[config.mk]
export PLATFORM = sky130hd
export DESIGN_NAME = fp_mul_arbiter_flat
export DESIGN_NICKNAME = d
export VERILOG_FILES = /design/src/rtl/fp_mac_pkg.sv /design/src/rtl/fp_mul_arbiter_if.sv /design/src/rtl/fp_multiplier.sv /design/src/rtl/rr_arbiter.sv /design/src/rtl/fp_mul_arbiter.sv /design/src/flat_wrapper.sv
export SDC_FILE = /design/constraint.sdc
export NUM_CORES = 1
export LEC_CHECK = 0
export CORE_ASPECT_RATIO = 1.5
export CORE_MARGIN = 1.5
export CORE_UTILIZATION = 45
export CTS_CLUSTER_DIAMETER = 200
export DETAILED_ROUTE_END_ITERATION = 10
export GPL_ROUTABILITY_DRIVEN = 0
export PLACE_DENSITY = 0.79
export SETUP_SLACK_MARGIN = 0.15
export SYNTH_ARGS = -nofsm -noshare
export SYNTH_HDL_FRONTEND = slang
export SYNTH_SLANG_ARGS = --single-unit
export TNS_END_PERCENT = 1
[constraint.sdc]
create_clock -name clk -period 7.7 [get_ports clk]
set_input_delay 0.77 -clock clk [delete_from_list [all_inputs] [get_ports clk]]
set_output_delay 0.77 -clock clk [all_outputs]
set_load 0.02 [all_outputs]
[src/rtl/fp_mac_pkg.sv]
// Shared floating-point types and constants for the MAC datapath (bfloat16 by default).
package fp_mac_pkg;

  localparam int unsigned BIT_WIDTH_DEFAULT  = 16;
  localparam int unsigned EXP_WIDTH_DEFAULT  = 8;
  localparam int unsigned MANT_WIDTH_DEFAULT = 7;

  typedef logic [BIT_WIDTH_DEFAULT-1:0] fp_word_t;

  typedef struct packed {
    logic exception;
    logic overflow;
    logic underflow;
  } fp_flags_t;

  localparam fp_word_t FP_ONE  = 16'h3F80;
  localparam fp_word_t FP_ZERO = 16'h0000;

endpackage

[src/rtl/fp_mul_arbiter_if.sv]
// Requester-side and response-side handshake bundle of the shared multiplier arbiter.
interface fp_mul_arbiter_if #(
  parameter int unsigned NUM_REQ   = 4,
  parameter int unsigned BIT_WIDTH = 16
);
  localparam int unsigned ID_WIDTH = $clog2(NUM_REQ);

  logic [NUM_REQ-1:0]           req_valid;
  logic [NUM_REQ-1:0]           req_ready;
  logic [NUM_REQ*BIT_WIDTH-1:0] req_a;
  logic [NUM_REQ*BIT_WIDTH-1:0] req_b;
  logic                         resp_valid;
  logic                         resp_ready;
  logic [ID_WIDTH-1:0]          resp_id;
  logic [BIT_WIDTH-1:0]         resp_result;
  logic                         resp_exception;
  logic                         resp_overflow;
  logic                         resp_underflow;

  modport master (
    output req_valid, req_a, req_b, resp_ready,
    input  req_ready, resp_valid, resp_id, resp_result,
           resp_exception, resp_overflow, resp_underflow
  );

  modport slave (
    input  req_valid, req_a, req_b, resp_ready,
    output req_ready, resp_valid, resp_id, resp_result,
           resp_exception, resp_overflow, resp_underflow
  );

endinterface

[src/rtl/fp_multiplier.sv]
// Combinational floating-point multiplier; truncates the product, flushes subnormal results to zero.
module fp_multiplier #(
  parameter int unsigned BIT_WIDTH  = 16,
  parameter int unsigned EXP_WIDTH  = 8,
  parameter int unsigned MANT_WIDTH = 7
) (
  input  logic [BIT_WIDTH-1:0] a_operand,
  input  logic [BIT_WIDTH-1:0] b_operand,
  output logic [BIT_WIDTH-1:0] result,
  output logic                 Exception,
  output logic                 Overflow,
  output logic                 Underflow
);
  localparam int unsigned SIG_W  = MANT_WIDTH + 1;
  localparam int unsigned PROD_W = 2 * SIG_W;
  localparam int unsigned ESUM_W = EXP_WIDTH + 2;
  localparam int unsigned BIAS   = (1 << (EXP_WIDTH - 1)) - 1;

  logic                  sign;
  logic [EXP_WIDTH-1:0]  a_exp, b_exp;
  logic [SIG_W-1:0]      a_sig, b_sig;
  logic [PROD_W-1:0]     product;
  logic                  norm;
  logic [MANT_WIDTH-1:0] mant;
  logic [ESUM_W-1:0]     exp_sum;
  logic                  is_zero;
  logic                  unused_prod_lsb;

  assign sign    = a_operand[BIT_WIDTH-1] ^ b_operand[BIT_WIDTH-1];
  assign a_exp   = a_operand[BIT_WIDTH-2 -: EXP_WIDTH];
  assign b_exp   = b_operand[BIT_WIDTH-2 -: EXP_WIDTH];
  assign a_sig   = {|a_exp, a_operand[MANT_WIDTH-1:0]};
  assign b_sig   = {|b_exp, b_operand[MANT_WIDTH-1:0]};
  assign product = PROD_W'(a_sig) * PROD_W'(b_sig);
  assign norm    = product[PROD_W-1];
  assign mant    = norm ? product[PROD_W-2 -: MANT_WIDTH] : product[PROD_W-3 -: MANT_WIDTH];
  assign unused_prod_lsb = ^product[MANT_WIDTH-1:0];

  // Top bit of exp_sum set means the biased exponent went negative.
  assign exp_sum = ESUM_W'(a_exp) + ESUM_W'(b_exp) + ESUM_W'(norm) - ESUM_W'(BIAS);
  assign is_zero = (a_operand[BIT_WIDTH-2:0] == '0) || (b_operand[BIT_WIDTH-2:0] == '0);

  assign Exception = (&a_exp) | (&b_exp);
  assign Overflow  = !Exception && !is_zero && !exp_sum[ESUM_W-1] &&
                     (exp_sum[ESUM_W-2:0] >= (ESUM_W-1)'((1 << EXP_WIDTH) - 1));
  assign Underflow = !Exception && !is_zero && (exp_sum[ESUM_W-1] || (exp_sum == '0));

  always_comb begin
    if (Exception) begin
      result = '0;
    end else if (Overflow) begin
      result = {sign, {EXP_WIDTH{1'b1}}, {MANT_WIDTH{1'b0}}};
    end else if (is_zero || Underflow) begin
      result = {sign, {(BIT_WIDTH-1){1'b0}}};
    end else begin
      result = {sign, exp_sum[EXP_WIDTH-1:0], mant};
    end
  end

endmodule

[src/rtl/rr_arbiter.sv]
// Round-robin arbiter: one-hot grant starting the scan at rr_ptr, pointer moves past each winner.
module rr_arbiter #(
  parameter int unsigned NUM_REQ = 4,
  localparam int unsigned ID_WIDTH = $clog2(NUM_REQ)
) (
  input  logic                clk,
  input  logic                rst_n,
  input  logic [NUM_REQ-1:0]  req,
  input  logic                enable,
  output logic [NUM_REQ-1:0]  grant,
  output logic [ID_WIDTH-1:0] grant_idx
);
  logic [ID_WIDTH-1:0] rr_ptr;
  logic                any_grant;

  always_comb begin
    logic [ID_WIDTH:0] pos;
    grant     = '0;
    grant_idx = '0;
    any_grant = 1'b0;
    pos       = '0;
    for (int k = 0; k < NUM_REQ; k++) begin
      pos = {1'b0, rr_ptr} + (ID_WIDTH+1)'(k);
      if (pos >= (ID_WIDTH+1)'(NUM_REQ)) pos = pos - (ID_WIDTH+1)'(NUM_REQ);
      if (enable && !any_grant && req[pos[ID_WIDTH-1:0]]) begin
        any_grant                  = 1'b1;
        grant[pos[ID_WIDTH-1:0]]   = 1'b1;
        grant_idx                  = pos[ID_WIDTH-1:0];
      end
    end
  end

  always_ff @(posedge clk or negedge rst_n) begin
    if (!rst_n) begin
      rr_ptr <= '0;
    end else if (any_grant) begin
      rr_ptr <= (grant_idx == ID_WIDTH'(NUM_REQ - 1)) ? '0 : grant_idx + ID_WIDTH'(1);
    end
  end

endmodule

[src/rtl/fp_mul_arbiter.sv]
// Shares one fp_multiplier among NUM_REQ requesters through a two-stage tagged pipeline.
// FP_MUL_STICKY_FLAGS_EN adds sticky status flags accumulated on each output handshake.
module fp_mul_arbiter import fp_mac_pkg::*; #(
  parameter int unsigned NUM_REQ    = 4,
  parameter int unsigned BIT_WIDTH  = BIT_WIDTH_DEFAULT,
  parameter int unsigned EXP_WIDTH  = EXP_WIDTH_DEFAULT,
  parameter int unsigned MANT_WIDTH = MANT_WIDTH_DEFAULT
) (
  input  logic            clk,
  input  logic            rst_n,
  fp_mul_arbiter_if.slave bus,
  input  logic            status_clr,
  output logic            status_exception,
  output logic            status_overflow,
  output logic            status_underflow,
  output logic            busy
);
  localparam int unsigned ID_WIDTH = $clog2(NUM_REQ);

  logic                 adv1, adv2;
  logic [NUM_REQ-1:0]   grant;
  logic [ID_WIDTH-1:0]  grant_idx;
  logic                 grant_any;
  logic [BIT_WIDTH-1:0] gnt_a, gnt_b;

  logic                 s1_valid;
  logic [BIT_WIDTH-1:0] s1_a, s1_b;
  logic [ID_WIDTH-1:0]  s1_id;

  logic                 s2_valid;
  logic [BIT_WIDTH-1:0] s2_result;
  logic [ID_WIDTH-1:0]  s2_id;
  fp_flags_t            s2_flags;

  logic [BIT_WIDTH-1:0] mul_result;
  logic                 mul_exc, mul_ovf, mul_unf;

  assign adv2 = !s2_valid || bus.resp_ready;
  assign adv1 = !s1_valid || adv2;

  rr_arbiter #(
    .NUM_REQ (NUM_REQ)
  ) u_rr_arbiter (
    .clk       (clk),
    .rst_n     (rst_n),
    .req       (bus.req_valid),
    .enable    (adv1),
    .grant     (grant),
    .grant_idx (grant_idx)
  );

  assign bus.req_ready = grant;
  assign grant_any     = |grant;

  always_comb begin
    gnt_a = '0;
    gnt_b = '0;
    for (int i = 0; i < NUM_REQ; i++) begin
      if (grant[i]) begin
        gnt_a = bus.req_a[i*BIT_WIDTH +: BIT_WIDTH];
        gnt_b = bus.req_b[i*BIT_WIDTH +: BIT_WIDTH];
      end
    end
  end

  always_ff @(posedge clk or negedge rst_n) begin
    if (!rst_n) begin
      s1_valid <= 1'b0;
      s1_a     <= '0;
      s1_b     <= '0;
      s1_id    <= '0;
    end else if (adv1) begin
      s1_valid <= grant_any;
      if (grant_any) begin
        s1_a  <= gnt_a;
        s1_b  <= gnt_b;
        s1_id <= grant_idx;
      end
    end
  end

  fp_multiplier #(
    .BIT_WIDTH  (BIT_WIDTH),
    .EXP_WIDTH  (EXP_WIDTH),
    .MANT_WIDTH (MANT_WIDTH)
  ) u_fp_multiplier (
    .a_operand (s1_a),
    .b_operand (s1_b),
    .result    (mul_result),
    .Exception (mul_exc),
    .Overflow  (mul_ovf),
    .Underflow (mul_unf)
  );

  // Data only loads with a valid entry so resp_* keeps its last value while idle.
  always_ff @(posedge clk or negedge rst_n) begin
    if (!rst_n) begin
      s2_valid  <= 1'b0;
      s2_result <= '0;
      s2_id     <= '0;
      s2_flags  <= '0;
    end else if (adv2) begin
      s2_valid <= s1_valid;
      if (s1_valid) begin
        s2_result <= mul_result;
        s2_id     <= s1_id;
        s2_flags  <= '{exception: mul_exc, overflow: mul_ovf, underflow: mul_unf};
      end
    end
  end

  assign bus.resp_valid     = s2_valid;
  assign bus.resp_id        = s2_id;
  assign bus.resp_result    = s2_result;
  assign bus.resp_exception = s2_flags.exception;
  assign bus.resp_overflow  = s2_flags.overflow;
  assign bus.resp_underflow = s2_flags.underflow;
  assign busy               = s1_valid || s2_valid;

`ifdef FP_MUL_STICKY_FLAGS_EN
  fp_flags_t status_q, status_d;

  // Clear is applied first so a flag arriving in the same cycle survives.
  always_comb begin
    status_d = status_q;
    if (status_clr) status_d = '0;
    if (s2_valid && bus.resp_ready) status_d = status_d | s2_flags;
  end

  always_ff @(posedge clk or negedge rst_n) begin
    if (!rst_n) begin
      status_q <= '0;
    end else begin
      status_q <= status_d;
    end
  end

  assign status_exception = status_q.exception;
  assign status_overflow  = status_q.overflow;
  assign status_underflow = status_q.underflow;
`else
  logic unused_status_clr;
  assign unused_status_clr = status_clr;
  assign status_exception  = 1'b0;
  assign status_overflow   = 1'b0;
  assign status_underflow  = 1'b0;
`endif

endmodule

[src/flat_wrapper.sv]
// flat-port wrapper written by rule: the top's interface ports become plain ports
module fp_mul_arbiter_flat import fp_mac_pkg::*;
#(
  parameter int unsigned NUM_REQ    = 4,
  parameter int unsigned BIT_WIDTH  = BIT_WIDTH_DEFAULT,
  parameter int unsigned EXP_WIDTH  = EXP_WIDTH_DEFAULT,
  parameter int unsigned MANT_WIDTH = MANT_WIDTH_DEFAULT
)
  (clk, rst_n, status_clr, status_exception, status_overflow, status_underflow, busy, bus_req_valid, bus_req_a, bus_req_b, bus_resp_ready, bus_req_ready, bus_resp_valid, bus_resp_id, bus_resp_result, bus_resp_exception, bus_resp_overflow, bus_resp_underflow);
  fp_mul_arbiter_if #(.NUM_REQ(NUM_REQ), .BIT_WIDTH(BIT_WIDTH)) bus_i ();
  input  logic clk;
  input  logic rst_n;
  input  logic status_clr;
  output logic status_exception;
  output logic status_overflow;
  output logic status_underflow;
  output logic busy;
  input wire logic [$bits(bus_i.req_valid)-1:0] bus_req_valid;
  input wire logic [$bits(bus_i.req_a)-1:0] bus_req_a;
  input wire logic [$bits(bus_i.req_b)-1:0] bus_req_b;
  input wire logic [$bits(bus_i.resp_ready)-1:0] bus_resp_ready;
  output wire logic [$bits(bus_i.req_ready)-1:0] bus_req_ready;
  output wire logic [$bits(bus_i.resp_valid)-1:0] bus_resp_valid;
  output wire logic [$bits(bus_i.resp_id)-1:0] bus_resp_id;
  output wire logic [$bits(bus_i.resp_result)-1:0] bus_resp_result;
  output wire logic [$bits(bus_i.resp_exception)-1:0] bus_resp_exception;
  output wire logic [$bits(bus_i.resp_overflow)-1:0] bus_resp_overflow;
  output wire logic [$bits(bus_i.resp_underflow)-1:0] bus_resp_underflow;
  assign bus_i.req_valid = bus_req_valid;
  assign bus_i.req_a = bus_req_a;
  assign bus_i.req_b = bus_req_b;
  assign bus_i.resp_ready = bus_resp_ready;
  assign bus_req_ready = bus_i.req_ready;
  assign bus_resp_valid = bus_i.resp_valid;
  assign bus_resp_id = bus_i.resp_id;
  assign bus_resp_result = bus_i.resp_result;
  assign bus_resp_exception = bus_i.resp_exception;
  assign bus_resp_overflow = bus_i.resp_overflow;
  assign bus_resp_underflow = bus_i.resp_underflow;
  fp_mul_arbiter #(.NUM_REQ(NUM_REQ), .BIT_WIDTH(BIT_WIDTH), .EXP_WIDTH(EXP_WIDTH), .MANT_WIDTH(MANT_WIDTH)) u_core (.clk(clk), .rst_n(rst_n), .bus(bus_i), .status_clr(status_clr), .status_exception(status_exception), .status_overflow(status_overflow), .status_underflow(status_underflow), .busy(busy));
endmodule
* Word-level counts from Yosys, hierarchy flattened
Cells that the tools add are included.
** Storage, ports and cells
- Register bits :: 59
- Input bits :: 136
- Output and inout bits :: 30
- Word-level logic and storage cells :: 126
** Cells by class
- Add/subtract/negate cells :: 11
- Multiply operators :: 1
- Magnitude comparators :: 13
- Equal/unequal tests :: 1
- Multiplexer cells :: 45
- Bitwise gates (word level) :: 5
- Reductions and logical operators :: 39
** Operators with widths (count)
- $mux W16 :: 9
- $logic_not A15 Y1 :: 2
- $mux W15 :: 2
- $mux W2 :: 9
- $mul A8 B8 Y16 :: 1
- $mux W4 :: 4
- $reduce_and A8 Y1 :: 2
- $reduce_or A8 Y1 :: 2
- $logic_and A1 B1 Y1 :: 15
- $lt A2 B3 Y1 const B :: 4
- $mux W1 :: 12
- $or A4 B4 Y4 :: 3
- $add A9 B1 Y10 :: 1
- $logic_not A10 Y1 :: 1
- $sub A10 B7 Y10 const B :: 1
- $add A8 B8 Y9 :: 1
- $ge A3 B3 Y1 const B :: 3
- $ge A9 B8 Y1 const B :: 1
- $bmux W1 S2 :: 4
- $demux W1 S2 :: 4
- $ge A2 B1 Y1 const B :: 4
- $logic_not A1 Y1 :: 8
- $sub A2 B1 Y2 const B :: 4
- $mux W7 :: 1
- other kinds (10) :: 17

* Longest topological paths before layout
Gate-level depths: netlist (run 1).
- Word-level depth :: 22
- Gate-level depth with buffers :: 31
- Gate-level depth less buffers :: 29

* Hierarchy
A second synthesis (run 1) with hierarchy kept.
** Second synthesis, totals
- Cell total of the unflattened synthesis :: 707
- Area total of the unflattened synthesis :: 6606.3 um^2
** Modules (own cells, without submodules)
- fp_mul_arbiter :: times used 1, cells an instance 257, area each 3005.4 um^2
- fp_multiplier :: times used 1, cells an instance 363, area each 2881.5 um^2
- rr_arbiter :: times used 1, cells an instance 87, area each 719.4 um^2

* Least setup slack after synthesis (run 1)
No wires, ideal clock.
- Path kind :: reg2reg
- Start :: reg u_core.s1_b[7]
- End :: reg u_core.s2_result[10] (netlist: u_core.bus.resp_result[10])
- Setup time :: 126 ps
- Arrival :: 7402 ps
- Required time :: 7574 ps
- Setup slack :: 171 ps
- Stages on the path, launching flop included :: 30
- Buffers on the path :: 2
- Clock period less this slack :: 7529 ps
- Cells stage by stage :: dfrtp_1 nor4_1 nand2_1 and2_1 fa_1 fa_1 fa_1 inv_1 fa_1 inv_1 ha_1 a21o_1 a31o_2 a221oi_1 o211a_1 nor3_1 buf_2 or2_2 nand2_1 ha_1 inv_1 fa_1 nand2b_1 a21oi_1 o31ai_1 a2111oi_2 a311oi_2 and2_1 buf_2 a221o_1
** Between the ends
- Word-level cells in the longest chain between the ends :: 11
** Ends and longest elaborated chain
- from (decl) :: line fp_mul_arbiter.sv:27 : logic [BIT_WIDTH-1:0] s1_a, s1_b;
- from (signal assigned) :: line fp_mul_arbiter.sv:76 : s1_b <= gnt_b;
- parallel branches: the longest is 10 deep, another holds $mul A8 B8 Y16
- $mux W16 (*) :: line fp_multiplier.sv:49 : if (Exception) begin
- to (signal assigned) :: line fp_mul_arbiter.sv:105 : s2_result <= mul_result;
- to (decl) :: line fp_mul_arbiter.sv:31 : logic [BIT_WIDTH-1:0] s2_result;
Every way passes the cells marked *.
A chain may end at the register's enable or synchronous reset.

* Worst setup path after layout (run 1)
- Start :: reg u_core.s1_b[7]
- End :: reg u_core.s2_result[12] (netlist: u_core.bus.resp_result[12])
Same word-level chain as after synthesis.

==> impl_results.md, run 1 <==
* Outcome: finished, final reports clean
* Core Area at 14500 um2
* Worst setup EP type: register
* Min cycle time layout at 7.31 ns
* Final hold violation count at 0
* Synth area leader: dfrtp_1
* Routed Antenna Nets at 0
* Final WL at 18.9 mm
* RSZ-0062 raised after global routing: yes
* FMAX at 0.137 GHz
* Top FF cell, synth: dfrtp_1
* Initial antenna violation count at 0
* Most used cell, CP: fa_1
* DRC viols at 0
* Buf/Inv on CP at 6
* Synth top area share at 22.2%
* Post-synth EDFFs at 0
* Worst Clk Skew at 0.00772 ns
* Initial Util at 45.9%
* Synthesized instance count at 720
* Met2 usage in global routing at 47.2%
* Layout cells sized above 1 at 16.4%
* Seq/Total Area, Yosys at 22.2%
* Crit path launch type: register
* Arr. time, crit path at 7.52 ns
* Worst slew pin tran at 1.01 ns
* Vias/cell at 5.70
* GRT overflow at 0
* Synth unique cells at 68
* GR Util met1 at 28.3%
* # IOs at 166
* Final Max Slew Viols at 0
* Async SR Flop Fraction at 100%
* CTS tree: done
* Cells after DPL at 1066
* # H-tree levels at 3
* Flop-to-flop setup slack at 0.39 ns
* Crit Path Max Fanout at 6
* Hold path depth at 2
* Clock-pin slew on the worst setup and hold paths at 0.05 ns
* Global route hottest layer: met2
* Critical Path RT at 7.91 ns
* Finished Layout Cells at 1088
* Iter 0 DRT Violations at 316
* Max Cap Violations at 0
* Post-route design area at 9090 um2
* Post-DR wirelength/cell at 17.4 um
* Setup TNS at 0 ns
* CTS max path bufs at 2
* Reg-to-Reg End: u_core.bus.resp_result[12]$_DFFE_PN0P_
* Slowest stage delay, CP at 0.56 ns
* DIE AREA at 15500 um2
* Drt pass-1 iters at 5
* Layout Nets at 1114
* Row Count at 54
* Cts hold-fix bufs at 0
* First-pass GRT wire length at 30.4 mm
* Die X at 102 um
* Reg2Reg Launch Point: u_core.s1_b[7]$_DFFE_PN0P_
* Post-synth top cells: nand2_1, dfrtp_1, inv_1, ha_1, nor2_1
* Vias in the first global route at 6324
* Ant. Diodes at 0
* Avg Cell Area, Syn at 9.22 um2
* Clock Root Buffer: clkbuf_16
* Routed via count at 6205
* Hold path startpoint: u_core.bus.resp_result[3]$_DFFE_PN0P_
* Final HPWL DP at 14.5 mm
* Flops & latches, synth at 59
* Final setup vio count at 0
* Chip height at 152 um
* Most common cell in the synthesized netlist: nand2_1
* Post-Place Cell Area at 8510 um2
* CP max-delay cell: fa_1
* Gr usage total at 25.0%
* Synth top area cells: dfrtp_1, fa_1, ha_1
* Final worst path period share at 94.9%
* Num CTS Buffers at 9
* Port bufs at 161
* Hold EP: u_core.bus.resp_result[3]$_DFFE_PN0P_
* Worst reg-to-reg path cell count at 30
* Worst Path Class, Setup: reg -> reg
* Worst skew pair latency at 0.33 ns
* Clock Sinks at 59
* Cell area after synthesis at 6640 um2
* Ys Warns at 0
* Met3 usage at 4.04%
* Critical path's top delay family: adder cells
* Tightest Hold Check Type: reg -> reg
* Largest net degree at the start of global routing at 67
* Layout area overhead at 37.0%
* Slew headroom at 32.4%
layout make-up:
class / count / area [um2]
fill: 1211 / 5370
tap: 196 / 245
clock buffer: 12 / 256
multi-input combinational: 554 / 4890
sequential: 59 / 1480
inverter: 59 / 221
clock inverter: 4 / 72.6
timing repair buffer: 204 / 1930
metrics by stage:
| stage | util (%) | hold WS, ns | worst slack (ns) |
|---|---|---|---|
| CTS | 62.0 | 0.482 | 0.165 |
| global route | 62.9 | 0.493 | 0.0605 |
| floorplan | - | 0.454 | 0.171 |
| finish | 62.9 | 0.477 | 0.394 |
| detailed placement | 58.9 | 0.463 | -0.185 |
| global placement | 58.9 | 0.462 | 0.0606 |
layer usage:
metal	vias to the layer above	routed length [um]
met5	-	0
met4	0	422
met3	33	849
met2	199	10400
met1	3029	7240
li1	2944	-
cells by family after synthesis:
group	after synthesis	synth area share, %
compound gates	153	22.3
xor+xnor	13	1.72
fa+ha+maj	91	21.2
buf+inv	109	7.39
flops	59	22.2
mux	24	4.45
other cells	1	0.0565
simple gates	270	20.6
placed cells by master (no fill, tap or decap), drive strengths merged, types with 5 or more instances in the layout:
master,instances
clkdlybuf4s50,160
ha,55
buf,44
nand2,74
nand2b,5
xnor2,7
nand3,36
dfrtp,59
nand4,9
and3,5
or2,7
xor2,6
a22o,8
fa,36
inv,59
a221o,39
mux2i,16
and2,47
nor2,53
a21o,8
nor4,10
o21ai,15
a211oi,5
a21oi,12
nor3,7
clkbuf,12
a311oi,29
how the worst max path moves through the flow:
stage	cells after the start	from	endpoint
after CTS	30	u_core.s1_b[13]$_DFFE_PN0P_	u_core.bus.resp_result[3]$_DFFE_PN0P_
final	30	u_core.s1_b[7]$_DFFE_PN0P_	u_core.bus.resp_result[12]$_DFFE_PN0P_
after floorplan	29	u_core.s1_b[7]$_DFFE_PN0P_	u_core.bus.resp_result[10]$_DFFE_PN0P_
after global placement	30	u_core.s1_b[12]$_DFFE_PN0P_	u_core.bus.resp_result[3]$_DFFE_PN0P_
after detailed placement	31	u_core.s1_b[12]$_DFFE_PN0P_	u_core.bus.resp_result[2]$_DFFE_PN0P_
after global routing	30	u_core.s1_b[7]$_DFFE_PN0P_	u_core.bus.resp_result[9]$_DFFE_PN0P_
flip-flops by register name (all words and copies together) (netlist names):
| name | flops |
|---|---|
| u_core.bus.resp_exception | 1 |
| u_core.bus.resp_id | 2 |
| u_core.bus.resp_overflow | 1 |
| u_core.bus.resp_result | 16 |
| u_core.bus.resp_underflow | 1 |
| u_core.bus.resp_valid | 1 |
| u_core.s1_a | 16 |
| u_core.s1_b | 16 |
| u_core.s1_id | 2 |
| u_core.s1_valid | 1 |
| u_core.u_rr_arbiter.rr_ptr | 2 |
worst reg2reg max path: cells and delay by family, from the launching register on:
kind / cells / cell delay (ns)
simple gates: 11 / 2.03
flops: 1 / 0.39
buf+inv: 6 / 0.70
compound gates: 6 / 1.35
fa+ha+maj: 7 / 2.74
repair_timing:
action | CTS | global route
buffers inserted | 4 | 2
pin swaps | 7 | 16
gates cloned | 0 | 0
gates resized for setup | 13 | 27
hold endpoints to repair | 0 | 0
endpoints found under the setup margin | 16 | 17
Power of run 1 is not shown: default switching activity piles up to over one toggle a cycle in this logic, so the estimate is an artifact.
==> run 2: changes to the inputs <==
--- a/config.mk
+++ b/config.mk
@@ -6,7 +6,7 @@
 export NUM_CORES = 1
 export LEC_CHECK = 0
 export CORE_ASPECT_RATIO = 1.5
-export CORE_MARGIN = 1.5
+export CORE_MARGIN = 8
 export CORE_UTILIZATION = 45
 export CTS_CLUSTER_DIAMETER = 200
 export DETAILED_ROUTE_END_ITERATION = 10
==> run 2 against run 1 <==
Effect of this change:
- utilization is 0.51 points higher
- global-route usage is 3.8 points lower
- sequential share of layout area is 0.13 points lower
==> impl_results.md, run 2 (synthesized netlist as in run 1, its figures left out) <==
* Outcome: finished, final reports clean (unchanged)
* Reg-to-Reg End: u_core.bus.resp_result[12]$_DFFE_PN0P_ (unchanged)
* Routed via count at 6219 (was 6205)
* Met3 usage at 5.20% (was 4.04%)
* Tightest Hold Check Type: reg -> reg (unchanged)
* Final HPWL DP at 15.5 mm (was 14.5 mm)
* DIE AREA at 19000 um2 (was 15500 um2)
* RSZ-0062 raised after global routing: no (was yes)
* CP max-delay cell: fa_1 (unchanged)
* Worst reg-to-reg path cell count at 30 (unchanged)
* Iter 0 DRT Violations at 378 (was 316)
* Min cycle time layout at 7.28 ns (was 7.31 ns)
* Final Max Slew Viols at 0 (unchanged)
* Post-route design area at 9170 um2 (was 9090 um2)
* Row Count at 54 (unchanged)
* Max Cap Violations at 0 (unchanged)
* Cells after DPL at 1070 (was 1066)
* Ant. Diodes at 0 (unchanged)
* Setup TNS at 0 ns (unchanged)
* Final setup vio count at 0 (unchanged)
* Final hold violation count at 0 (unchanged)
* Initial Util at 45.9% (unchanged)
* Commonest non-fill, non-tap cell in the layout: clkdlybuf4s50_1 (unchanged)
* Drt pass-1 iters at 6 (was 5)
* FMAX at 0.137 GHz (about the same)
* GRT overflow at 0 (unchanged)
* Global route hottest layer: met2 (unchanged)
* Hold EP: u_core.bus.resp_result[0]$_DFFE_PN0P_ (was u_core.bus.resp_result[3]$_DFFE_PN0P_)
* Footprint of the multi-input gates at 4970 um2 (was 4890 um2)
* Vias in the first global route at 6429 (was 6324)
* Clock Root Buffer: clkbuf_16 (unchanged)
* Most used cell, CP: fa_1 (unchanged)
* Flop-to-flop setup slack at 0.42 ns (was 0.39 ns)
* First-pass GRT wire length at 31.9 mm (was 30.4 mm)
* Commonest non-fill, non-tap cells in the layout: clkdlybuf4s50_1, nand2_1, inv_1, dfrtp_1, nor2_1 (unchanged)
* Met2 usage in global routing at 37.9% (was 47.2%)
* Slew headroom at 32.7% (was 32.4%)
* Hold path startpoint: u_core.bus.resp_result[0]$_DFFE_PN0P_ (was u_core.bus.resp_result[3]$_DFFE_PN0P_)
* Vias/cell at 5.71 (was 5.70)
* Layout cells sized above 1 at 17.4% (was 16.4%)
* GR Util met1 at 23.2% (was 28.3%)
* Layout area overhead at 38.1% (was 37.0%)
* Core Area at 14500 um2 (unchanged)
* FILL cells at 1177 (was 1211)
* Worst skew pair latency at 0.33 ns (about the same)
* Final worst path period share at 94.6% (was 94.9%)
* Die X at 115 um (was 102 um)
* Arr. time, crit path at 7.49 ns (was 7.52 ns)
* Critical Path RT at 7.90 ns (was 7.91 ns)
* Largest net degree at the start of global routing at 67 (unchanged)
* Clock-pin slew on the worst setup and hold paths at 0.05 ns (about the same)
* Finished Layout Cells at 1089 (was 1088)
* Final WL at 20.4 mm (was 18.9 mm)
* Num CTS Buffers at 9 (unchanged)
* Hold path depth at 2 (unchanged)
* Worst slew pin tran at 1.01 ns (about the same)
* Reg2Reg Launch Point: u_core.s1_b[11]$_DFFE_PN0P_ (was u_core.s1_b[7]$_DFFE_PN0P_)
* CTS tree: done (unchanged)
* Sequential Area at 1480 um2 (unchanged)
* Initial antenna violation count at 0 (unchanged)
* Chip height at 165 um (was 152 um)
* Post-Place Cell Area at 8540 um2 (was 8510 um2)
* Post-DR wirelength/cell at 18.7 um (was 17.4 um)
* # IOs at 166 (unchanged)
* # H-tree levels at 3 (unchanged)
* Crit Path Max Fanout at 6 (unchanged)
* CTS max path bufs at 2 (unchanged)
* Port bufs at 161 (unchanged)
* DRC viols at 0 (unchanged)
* Crit path launch type: register (unchanged)
* Cts hold-fix bufs at 0 (unchanged)
* Routed Antenna Nets at 0 (unchanged)
* Clock Sinks at 59 (unchanged)
* Gr usage total at 21.2% (was 25.0%)
* Slowest stage delay, CP at 0.55 ns (was 0.56 ns)
* Worst Path Class, Setup: reg -> reg (unchanged)
* Worst setup EP type: register (unchanged)
* Worst Clk Skew at 0.00883 ns (was 0.00772 ns)
* Layout Nets at 1117 (was 1114)
==> run 2: changes by cell type in the layout (fill, tap and decap cells not counted), sizes merged <==
cell	before	now
bufinv	2	1
clkinvlp	1	0
buf	44	47
==> run 2: final cells by class <==
cell class / instances / share of cell area [%]
Multi-Input combinational cell: 554 / 54.2
Timing Repair Buffer: 207 / 21.3
Sequential cell: 59 / 16.1
Clock buffer: 12 / 2.91
Tap cell: 196 / 2.68
Inverter: 59 / 2.42
Clock inverter: 2 / 0.382
==> run 2: how the worst max path moves through the flow <==
stage | startpoint | endpoint
floorplan | u_core.s1_b[7]$_DFFE_PN0P_ | u_core.bus.resp_result[10]$_DFFE_PN0P_
global placement | u_core.s1_b[12]$_DFFE_PN0P_ | u_core.bus.resp_result[12]$_DFFE_PN0P_
detailed placement | u_core.s1_b[12]$_DFFE_PN0P_ | u_core.bus.resp_result[3]$_DFFE_PN0P_
CTS | u_core.s1_b[12]$_DFFE_PN0P_ | u_core.bus.resp_result[10]$_DFFE_PN0P_
global route | u_core.s1_b[11]$_DFFE_PN0P_ | u_core.bus.resp_result[9]$_DFFE_PN0P_
finish | u_core.s1_b[11]$_DFFE_PN0P_ | u_core.bus.resp_result[12]$_DFFE_PN0P_
==> run 2: critical path: cells and delay by family (launching register included) <==
| family | cells | cell delay (ns) |
|---|---|---|
| compound gates | 9 | 1.92 |
| fa+ha+maj | 7 | 2.86 |
| flops | 1 | 0.38 |
| buf+inv | 6 | 0.68 |
| simple gates | 8 | 1.31 |
==> run 2: per-layer routing <==
layer / wire length, um / vias up
li1: - / 2943
met1: 7650 / 3017
met2: 10700 / 212
met3: 1280 / 47
met4: 721 / 0
met5: 0 / -
==> run 2: what timing repair did <==
| action | 4_1_cts | 5_1_grt |
|---|---|---|
| endpoints found under the setup margin | 16 | 17 |
| pin swaps | 4 | 16 |
| setup buffers | 2 | 3 |
| resized for setup | 9 | 40 |
==> run 2: stage by stage <==
| step | worst slack (ns) | hold slack, ns | utilization (%) |
|---|---|---|---|
| floorplan | 0.171 | 0.454 | - |
| global placement | 0.105 | 0.463 | 59.1 |
| detailed placement | -0.0345 | 0.472 | 59.1 |
| CTS | 0.114 | 0.484 | 61.6 |
| global route | 0.108 | 0.512 | 63.4 |
| finish | 0.416 | 0.476 | 63.4 |
Power of run 2 is left out for the same reason.
